==> config.mk <==
export PLATFORM = sky130hd
export DESIGN_NAME = tuss_burst_gen_flat
export DESIGN_NICKNAME = d
export VERILOG_FILES = /design/src/rtl/tuss_burst_gen_if.sv /design/src/rtl/tuss_burst_gen.sv /design/src/flat_wrapper.sv
export SDC_FILE = /design/constraint.sdc
export NUM_CORES = 1
export LEC_CHECK = 0
export CELL_PAD_IN_SITES_DETAIL_PLACEMENT = 0
export CELL_PAD_IN_SITES_GLOBAL_PLACEMENT = 1
export CORE_MARGIN = 2
export CORE_UTILIZATION = 43
export CTS_CLUSTER_DIAMETER = 100
export CTS_CLUSTER_SIZE = 10
export DETAILED_ROUTE_END_ITERATION = 8
export MAX_ROUTING_LAYER = met4
export PLACE_DENSITY = 0.75
export SYNTH_ARGS = -nofsm -noshare
export SYNTH_HDL_FRONTEND = slang
export SYNTH_SLANG_ARGS = --single-unit
==> constraint.sdc <==
create_clock -name gclk -period 2.9 [get_ports gclk]
set_clock_uncertainty 0.15 [all_clocks]
set_input_delay 0.29 -clock gclk [delete_from_list [all_inputs] [get_ports gclk]]
set_output_delay 0.29 -clock gclk [all_outputs]
set_load 0.005 [all_outputs]
==> src/rtl/tuss_burst_gen_if.sv <==
// Handshake and drive bundle between the detection controller and the TUSS burst generator.
interface tuss_burst_gen_if #(
  parameter int NUM_W = 5
) ();
  logic             burst_en;
  logic             burst_rstn;
  logic [NUM_W-1:0] pulse_num;
  logic             io1;
  logic             io2;
  logic             burst_finish;
  logic             busy;
  logic [NUM_W-1:0] pulse_cnt;

  modport master (
    output burst_en, burst_rstn, pulse_num,
    input  io1, io2, burst_finish, busy, pulse_cnt
  );

  modport slave (
    input  burst_en, burst_rstn, pulse_num,
    output io1, io2, burst_finish, busy, pulse_cnt
  );
endinterface

==> src/rtl/tuss_burst_gen.sv <==
// TUSS burst generator: complementary square wave on io1/io2 for pulse_num periods,
// then a one-cycle burst_finish and a wait for the controller's burst_rstn clear.
module tuss_burst_gen #(
  parameter int HALF_PERIOD = 625,
  parameter int CNT_W       = 10,
  parameter int NUM_W       = 5
) (
  input  logic            gclk,
  input  logic            rstn,
  tuss_burst_gen_if.slave bus
);

  typedef enum logic [2:0] {
    IDLE,
    DRIVE_H,
    DRIVE_L,
    FINISH,
    WAIT_REL
  } state_t;

  localparam logic [CNT_W-1:0] HALF_LAST = CNT_W'(HALF_PERIOD - 1);
  localparam logic [1:0]       DRV_OFF   = 2'b00;
  localparam logic [1:0]       DRV_A     = 2'b01;
  localparam logic [1:0]       DRV_B     = 2'b10;

  state_t           state_p0, state_nxt;
  logic [CNT_W-1:0] half_cnt_p0, half_cnt_nxt;
  logic [NUM_W-1:0] pulse_cnt_p0, pulse_cnt_nxt;
  logic [NUM_W-1:0] num_p0;
  logic             num_load;
  logic             rel_seen_p0, rel_seen_nxt;
  logic [1:0]       drive_nxt, drive_p1;
  logic             finish_p1;
  logic             busy_p1;

  function automatic logic [NUM_W-1:0] sat_inc(input logic [NUM_W-1:0] cnt,
                                               input logic [NUM_W-1:0] lim);
    if (cnt >= lim) return cnt;
    return cnt + NUM_W'(1);
  endfunction

  function automatic logic half_done(input logic [CNT_W-1:0] cnt);
    return (cnt == HALF_LAST);
  endfunction

  always_comb begin
    state_nxt     = state_p0;
    half_cnt_nxt  = half_cnt_p0;
    pulse_cnt_nxt = pulse_cnt_p0;
    rel_seen_nxt  = rel_seen_p0;
    num_load      = 1'b0;

    case (state_p0)
      IDLE: begin
        rel_seen_nxt = 1'b0;
        if (bus.burst_en) begin
          num_load      = 1'b1;
          pulse_cnt_nxt = '0;
          half_cnt_nxt  = '0;
          state_nxt     = (bus.pulse_num == '0) ? FINISH : DRIVE_H;
        end
      end
      DRIVE_H: begin
        if (half_done(half_cnt_p0)) begin
          half_cnt_nxt = '0;
          state_nxt    = DRIVE_L;
        end else begin
          half_cnt_nxt = half_cnt_p0 + CNT_W'(1);
        end
      end
      DRIVE_L: begin
        if (half_done(half_cnt_p0)) begin
          half_cnt_nxt  = '0;
          pulse_cnt_nxt = sat_inc(pulse_cnt_p0, num_p0);
          state_nxt     = ((pulse_cnt_p0 + NUM_W'(1)) == num_p0) ? FINISH : DRIVE_H;
        end else begin
          half_cnt_nxt = half_cnt_p0 + CNT_W'(1);
        end
      end
      FINISH: begin
        state_nxt = WAIT_REL;
      end
      WAIT_REL: begin
        if (!bus.burst_en && rel_seen_p0) state_nxt = IDLE;
      end
      default: begin
        state_nxt = IDLE;
      end
    endcase

    if ((state_p0 == FINISH || state_p0 == WAIT_REL) && !bus.burst_rstn) rel_seen_nxt = 1'b1;

    // Soft clear wins over every transition; pulse_cnt is kept for readback.
    if (!bus.burst_rstn) begin
      state_nxt    = IDLE;
      half_cnt_nxt = '0;
    end
  end

  // Stage p0: control state, half-period and period counters.
  always_ff @(posedge gclk or negedge rstn) begin
    if (!rstn) begin
      state_p0     <= IDLE;
      half_cnt_p0  <= '0;
      pulse_cnt_p0 <= '0;
      rel_seen_p0  <= 1'b0;
    end else begin
      state_p0     <= state_nxt;
      half_cnt_p0  <= half_cnt_nxt;
      pulse_cnt_p0 <= pulse_cnt_nxt;
      rel_seen_p0  <= rel_seen_nxt;
    end
  end

  always_ff @(posedge gclk) begin
    if (num_load) num_p0 <= bus.pulse_num;
  end

  always_comb begin
    drive_nxt = DRV_OFF;
    case (state_p0)
      DRIVE_H: drive_nxt = DRV_A;
      DRIVE_L: drive_nxt = DRV_B;
      default: drive_nxt = DRV_OFF;
    endcase
  end

  // Stage p1: registered pin drive; one 2-bit register only ever holds 00, 01 or 10.
  always_ff @(posedge gclk or negedge rstn) begin
    if (!rstn) begin
      drive_p1  <= DRV_OFF;
      finish_p1 <= 1'b0;
      busy_p1   <= 1'b0;
    end else if (!bus.burst_rstn) begin
      drive_p1  <= DRV_OFF;
      finish_p1 <= 1'b0;
      busy_p1   <= 1'b0;
    end else begin
      drive_p1  <= drive_nxt;
      finish_p1 <= (state_p0 == FINISH);
      busy_p1   <= (state_p0 != IDLE);
    end
  end

  assign bus.io1          = drive_p1[0];
  assign bus.io2          = drive_p1[1];
  assign bus.burst_finish = finish_p1;
  assign bus.busy         = busy_p1;
  assign bus.pulse_cnt    = pulse_cnt_p0;

endmodule
==> src/flat_wrapper.sv <==
// flat-port wrapper written by rule: the top's interface ports become plain ports
module tuss_burst_gen_flat 
#(
  parameter int HALF_PERIOD = 625,
  parameter int CNT_W       = 10,
  parameter int NUM_W       = 5
)
  (gclk, rstn, bus_burst_en, bus_burst_rstn, bus_pulse_num, bus_io1, bus_io2, bus_burst_finish, bus_busy, bus_pulse_cnt);
  tuss_burst_gen_if #(.NUM_W(NUM_W)) bus_i ();
  input  logic gclk;
  input  logic rstn;
  input wire logic [$bits(bus_i.burst_en)-1:0] bus_burst_en;
  input wire logic [$bits(bus_i.burst_rstn)-1:0] bus_burst_rstn;
  input wire logic [$bits(bus_i.pulse_num)-1:0] bus_pulse_num;
  output wire logic [$bits(bus_i.io1)-1:0] bus_io1;
  output wire logic [$bits(bus_i.io2)-1:0] bus_io2;
  output wire logic [$bits(bus_i.burst_finish)-1:0] bus_burst_finish;
  output wire logic [$bits(bus_i.busy)-1:0] bus_busy;
  output wire logic [$bits(bus_i.pulse_cnt)-1:0] bus_pulse_cnt;
  assign bus_i.burst_en = bus_burst_en;
  assign bus_i.burst_rstn = bus_burst_rstn;
  assign bus_i.pulse_num = bus_pulse_num;
  assign bus_io1 = bus_i.io1;
  assign bus_io2 = bus_i.io2;
  assign bus_burst_finish = bus_i.burst_finish;
  assign bus_busy = bus_i.busy;
  assign bus_pulse_cnt = bus_i.pulse_cnt;
  tuss_burst_gen #(.HALF_PERIOD(HALF_PERIOD), .CNT_W(CNT_W), .NUM_W(NUM_W)) u_core (.gclk(gclk), .rstn(rstn), .bus(bus_i));
endmodule
### Yosys cells after proc, flatten, opt, wreduce, memory -nomap -nowiden

Index checks and enable logic that the tools add are counted.

* reductions and logical operators: 14
* equal/unequal tests: 14
* multiplexer cells: 27
* add/sub/neg operators: 2
* order comparisons: 1

Operators by type and width (count)
* $mux 10: 3
* $pmux 10 s2: 1
* $mux 3: 5
* $mux 5: 3
* $pmux 3 s5: 1
* $ne 3x2->1 const B: 4
* $add 10x1->10 const B: 1
* $eq 10x10->1 const B: 1
* $pmux 5 s2: 1
* $mux 1: 9
* $reduce_and 4->1: 2
* $eq 3x2->1 const B: 2
* $mux 2: 3
* $ne 3x3->1 const B: 2
* $add 5x1->5 const B: 1
* $eq 5x5->1: 1
* $ge 5x5->1: 1
* $logic_not 5->1: 1
* $pmux 2 s2: 1
* $reduce_bool 2->1: 2
* $eq 3x1->1 const B: 1
* $eq 3x3->1 const B: 1
* $logic_not 3->1: 1
* $reduce_bool 3->1: 1
* 7 further kinds: 9

* bits of input ports: 9
* register bits after elaboration: 28

### Longest topological paths before layout

* word-level depth: 7
* depth in mapped cells: 8

### Least setup slack after synthesis

Ideal clock, no wire load.

* path kind: reg2reg
* start point: register u_core.pulse_cnt_p0[0] (netlist: u_core.bus.pulse_cnt[0])
* end point: register u_core.pulse_cnt_p0[0] (netlist: u_core.bus.pulse_cnt[0])
* data arrival time: 1915 ps
* slack: 755 ps
* path buffers: 1
* library setup time: 79 ps
* stages on the path, launching flop included: 9
* clock period less this slack: 2145 ps
* path through: dfrtp_1 inv_1 ha_1 nand2b_1 a2111oi_0 o2111a_2 or2_1 buf_6 mux2i_1

* cells in the longest elaborated chain, start to end: 6

Ends and longest elaborated chain
* start, declared: RTL line tuss_burst_gen.sv:28 `logic [NUM_W-1:0] pulse_cnt_p0, pulse_cnt_nxt;`
* start signal, assigned: RTL line tuss_burst_gen.sv:110 `pulse_cnt_p0 <= pulse_cnt_nxt;`
* $ge 5x5->1: RTL line tuss_burst_gen.sv:38 `if (cnt >= lim) return cnt;`
* $mux 1: RTL line tuss_burst_gen.sv:38
* $mux 1: RTL line tuss_burst_gen.sv:72 `if (half_done(half_cnt_p0)) begin`
* $mux 1: RTL line tuss_burst_gen.sv:53 `case (state_p0)`
* $ne 3x3->1 (no line)
* $reduce_and 4->1 (no line)

Parallel ways exist; a longest one is shown, timed or not. The select of a mux whose other input is x is not followed.
A chain may end at the register's enable or synchronous reset.

### Final worst setup path

Ends and elaborated chain as after synthesis.

==> metrics.txt <==
I/O Buffers 17; max incr delay on CP 0.48 ns; largest net degree at the start of global routing 24; CTS Hold Bufs 0; Final Util 51.6%; Setup Viol. Count Final 0; worst-margin pin slew 0.462 ns; Slew headroom 68.4%; total power 1.25 mW; Non-Filler Instances 235; diodes inserted 0; post-synthesis sequential area ratio 44.3%; initial antenna violation count 0; Num Clock Sinks 28; setup_tns 0 ns; PwrDens 659 nW/um^2; H-Tree Level Count 1; Synth Net Count 186; GP Congestion 0.903; IO Count 18; Initial Util 44.7%; Pleak 0.774 nW; Max Fanout on Critical Path 5; dpl ws 0.516 ns; f_max 402 MHz; RSZ-0062 raised after global routing false; number of nets in the layout 205; Routed WL per cell 14.5 um; grt total ovfl 0; Startpoint Class register; Area Growth Syn to Fin 15.5%; worst vdd ir 0.240 mV; post-CTS setup repair buffer count 0; max-cap viol count 0; Hold Violations, Final 0; Vias/cell 5.56; Root Driver clkbuf_8; clk_lat worst skew 0.28 ns; prevailing post-synth register cell dfrtp_1; Clock Path Buffers 2; min cycle time layout 2.49 ns; first-pass GRT wire length 5730 um; die area 4320 um^2; first-pass detailed-route iteration total 5; via count 1,306; placed cells 231; Post-Syn Area 1640 um^2; fraction of layout cells with a size suffix above 1 8.56%; Final ANT Viol Nets 0; Critical Path RT 2.95 ns; Finished Cell Area 1890 um^2; flip-flop and latch count after synthesis 28; Total Routed Length 3420 um; Distinct cells, synth 45; Post-route DRC 0; count of final max-slew check failures 0; gate count of the mapped netlist 169; CP Launch Point u_core.bus.pulse_cnt[0]; CTS tree built; detailed placement HPWL 2530 um; setup ws final 0.412 ns; crit path DAT 2.54 ns; total CTS buffers 3; Row Count 22; Placed Area 1840 um^2; number of global-route vias before repair 1,262; die height 65.7 um; WHS 0.215 ns; Synth async-reset ratio 82.1%; Clk pin slew, worst setup/hold paths 0.10 ns; outcome complete, no violations; Setup CP Type register to register; fin crit share 85.8%; Avg Cell Area, Syn 9.68 um^2; all-layer global routing usage 17.9%; slowest CP cell a2111oi_0; die width 65.7 um; FF-to-FF Start u_core.bus.pulse_cnt[0]; post-CTS sizing 0; Iteration-0 DRC Markers 64; Fillers 336; Worst setup EP type register; HP Class input pin to asynchronous set/reset pin; EDFF count, synth 5; core area 3660 um^2; critical path cell sequence inv_1 -> ha_1 -> nand2b_1 -> a2111oi_0 -> o2111a_2 -> or2_1 -> mux2i_1; yosys warns 0
-- path summary, 6_finish.rpt --
check                      cells past startpoint                 endpoint  slack [ns]
setup / recovery                               7  u_core.bus.pulse_cnt[0]        0.41
hold / removal                                 2    u_core.half_cnt_p0[5]        0.22
setup reg to reg                               7  u_core.bus.pulse_cnt[0]        0.41
hold reg to reg                                1    u_core.half_cnt_p0[6]        0.38
max in group asynchronous                      2  u_core.bus.pulse_cnt[3]        2.15
min in group gclk                              1    u_core.half_cnt_p0[6]        0.38
-- power breakdown --
group / switching, mW / total, mW / internal [mW]
Sequential: 0.106 / 0.577 / 0.471
Clock: 0.127 / 0.249 / 0.122
Combinational: 0.206 / 0.420 / 0.213
Total: 0.439 / 1.25 / 0.806
-- cells in the final DEF (no fill, tap or decap), drive strengths merged, types with 2 or more instances in the layout --
cell type and n:
inv 10, xnor2 5, ha 8, nand2 14, nor4b 2, clkbuf 4, a41oi 2, clkdlybuf4s50 17
xor2 3, edfxtp 5, o21ai 14, a31oi 5, nand3 7, a21oi 7, nor3 9, or3 2
mux2i 2, nand2b 4, dfrtp 23, buf 2, nor2 16, and2 4, or2 3, nor3b 5
-- per-layer routing --
layer | GRT usage, % | part of all wire (%) | vias up
met5 | - | 0 | -
met1 | 22.2 | 46 | 629
met2 | 29.7 | 49 | 28
met4 | 7.03 | 1.6 | 0
met3 | 2.23 | 3.0 | 6
li1 | - | - | 643
-- cells by family (layout without fill, tap and decap cells) --
logic type	count (synthesis)	in the layout	share of synthesized area, %
multiplexers	3	3	1.91
adder cells (fa/ha/maj)	8	8	6.12
XOR/XNOR	8	8	4.28
AO/OA/AOI/OAI	36	36	13.6
flip-flops	28	28	44.3
buffers and inverters	15	33	5.12
AND/OR/NAND/NOR	71	71	24.6
-- Yosys cell counts, types with 2 or more instances --
cell type / n / area [um^2]
dfrtp_1: 23 / 576
nor2_1: 16 / 60.1
nand2_1: 14 / 52.6
o21ai_0: 13 / 65.1
inv_1: 10 / 37.5
ha_1: 8 / 100
a21oi_1: 7 / 35.0
nand3_1: 7 / 35.0
nor3_1: 7 / 35.0
a31oi_1: 5 / 31.3
edfxtp_1: 5 / 150
xnor2_1: 5 / 43.8
nand2b_1: 4 / 25.0
nor3b_1: 4 / 30.0
and2_1: 3 / 18.8
xor2_1: 3 / 26.3
a41oi_1: 2 / 17.5
buf_2: 2 / 10.0
buf_6: 2 / 22.5
mux2i_1: 2 / 20.0
or2_2: 2 / 12.5
or3_1: 2 / 12.5
-- sequential cells by signal, summed over array words and instances, names as in the netlist --
| signal | count |
|---|---|
| u_core.bus.busy | 1 |
| u_core.half_cnt_p0 | 10 |
| u_core.num_p0 | 5 |
| u_core.state_p0 | 3 |
| u_core.bus.burst_finish | 1 |
| u_core.drive_p1 | 2 |
| u_core.bus.pulse_cnt | 5 |
| u_core.rel_seen_p0 | 1 |
-- worst max-delay path, delay by kind of cell, from the launching register on --
kind / cells / cell delay, ns
multiplexers: 1 / 0.22
AO/OA/AOI/OAI: 2 / 0.80
buffers and inverters: 1 / 0.10
AND/OR/NAND/NOR: 2 / 0.37
flip-flops: 1 / 0.44
adder cells (fa/ha/maj): 1 / 0.32
-- final cells by class --
| cell class | count | area [um^2] | area share (%) |
|---|---|---|---|
| inverters | 10 | 37.5 | 1.99 |
| well taps | 48 | 60.1 | 3.18 |
| flip-flops and latches | 28 | 726 | 38.4 |
| repair buffers | 19 | 185 | 9.79 |
| clock buffers | 4 | 55.1 | 2.91 |
| multi-input cells | 126 | 827 | 43.7 |
Power figures use the tool's default switching activity.
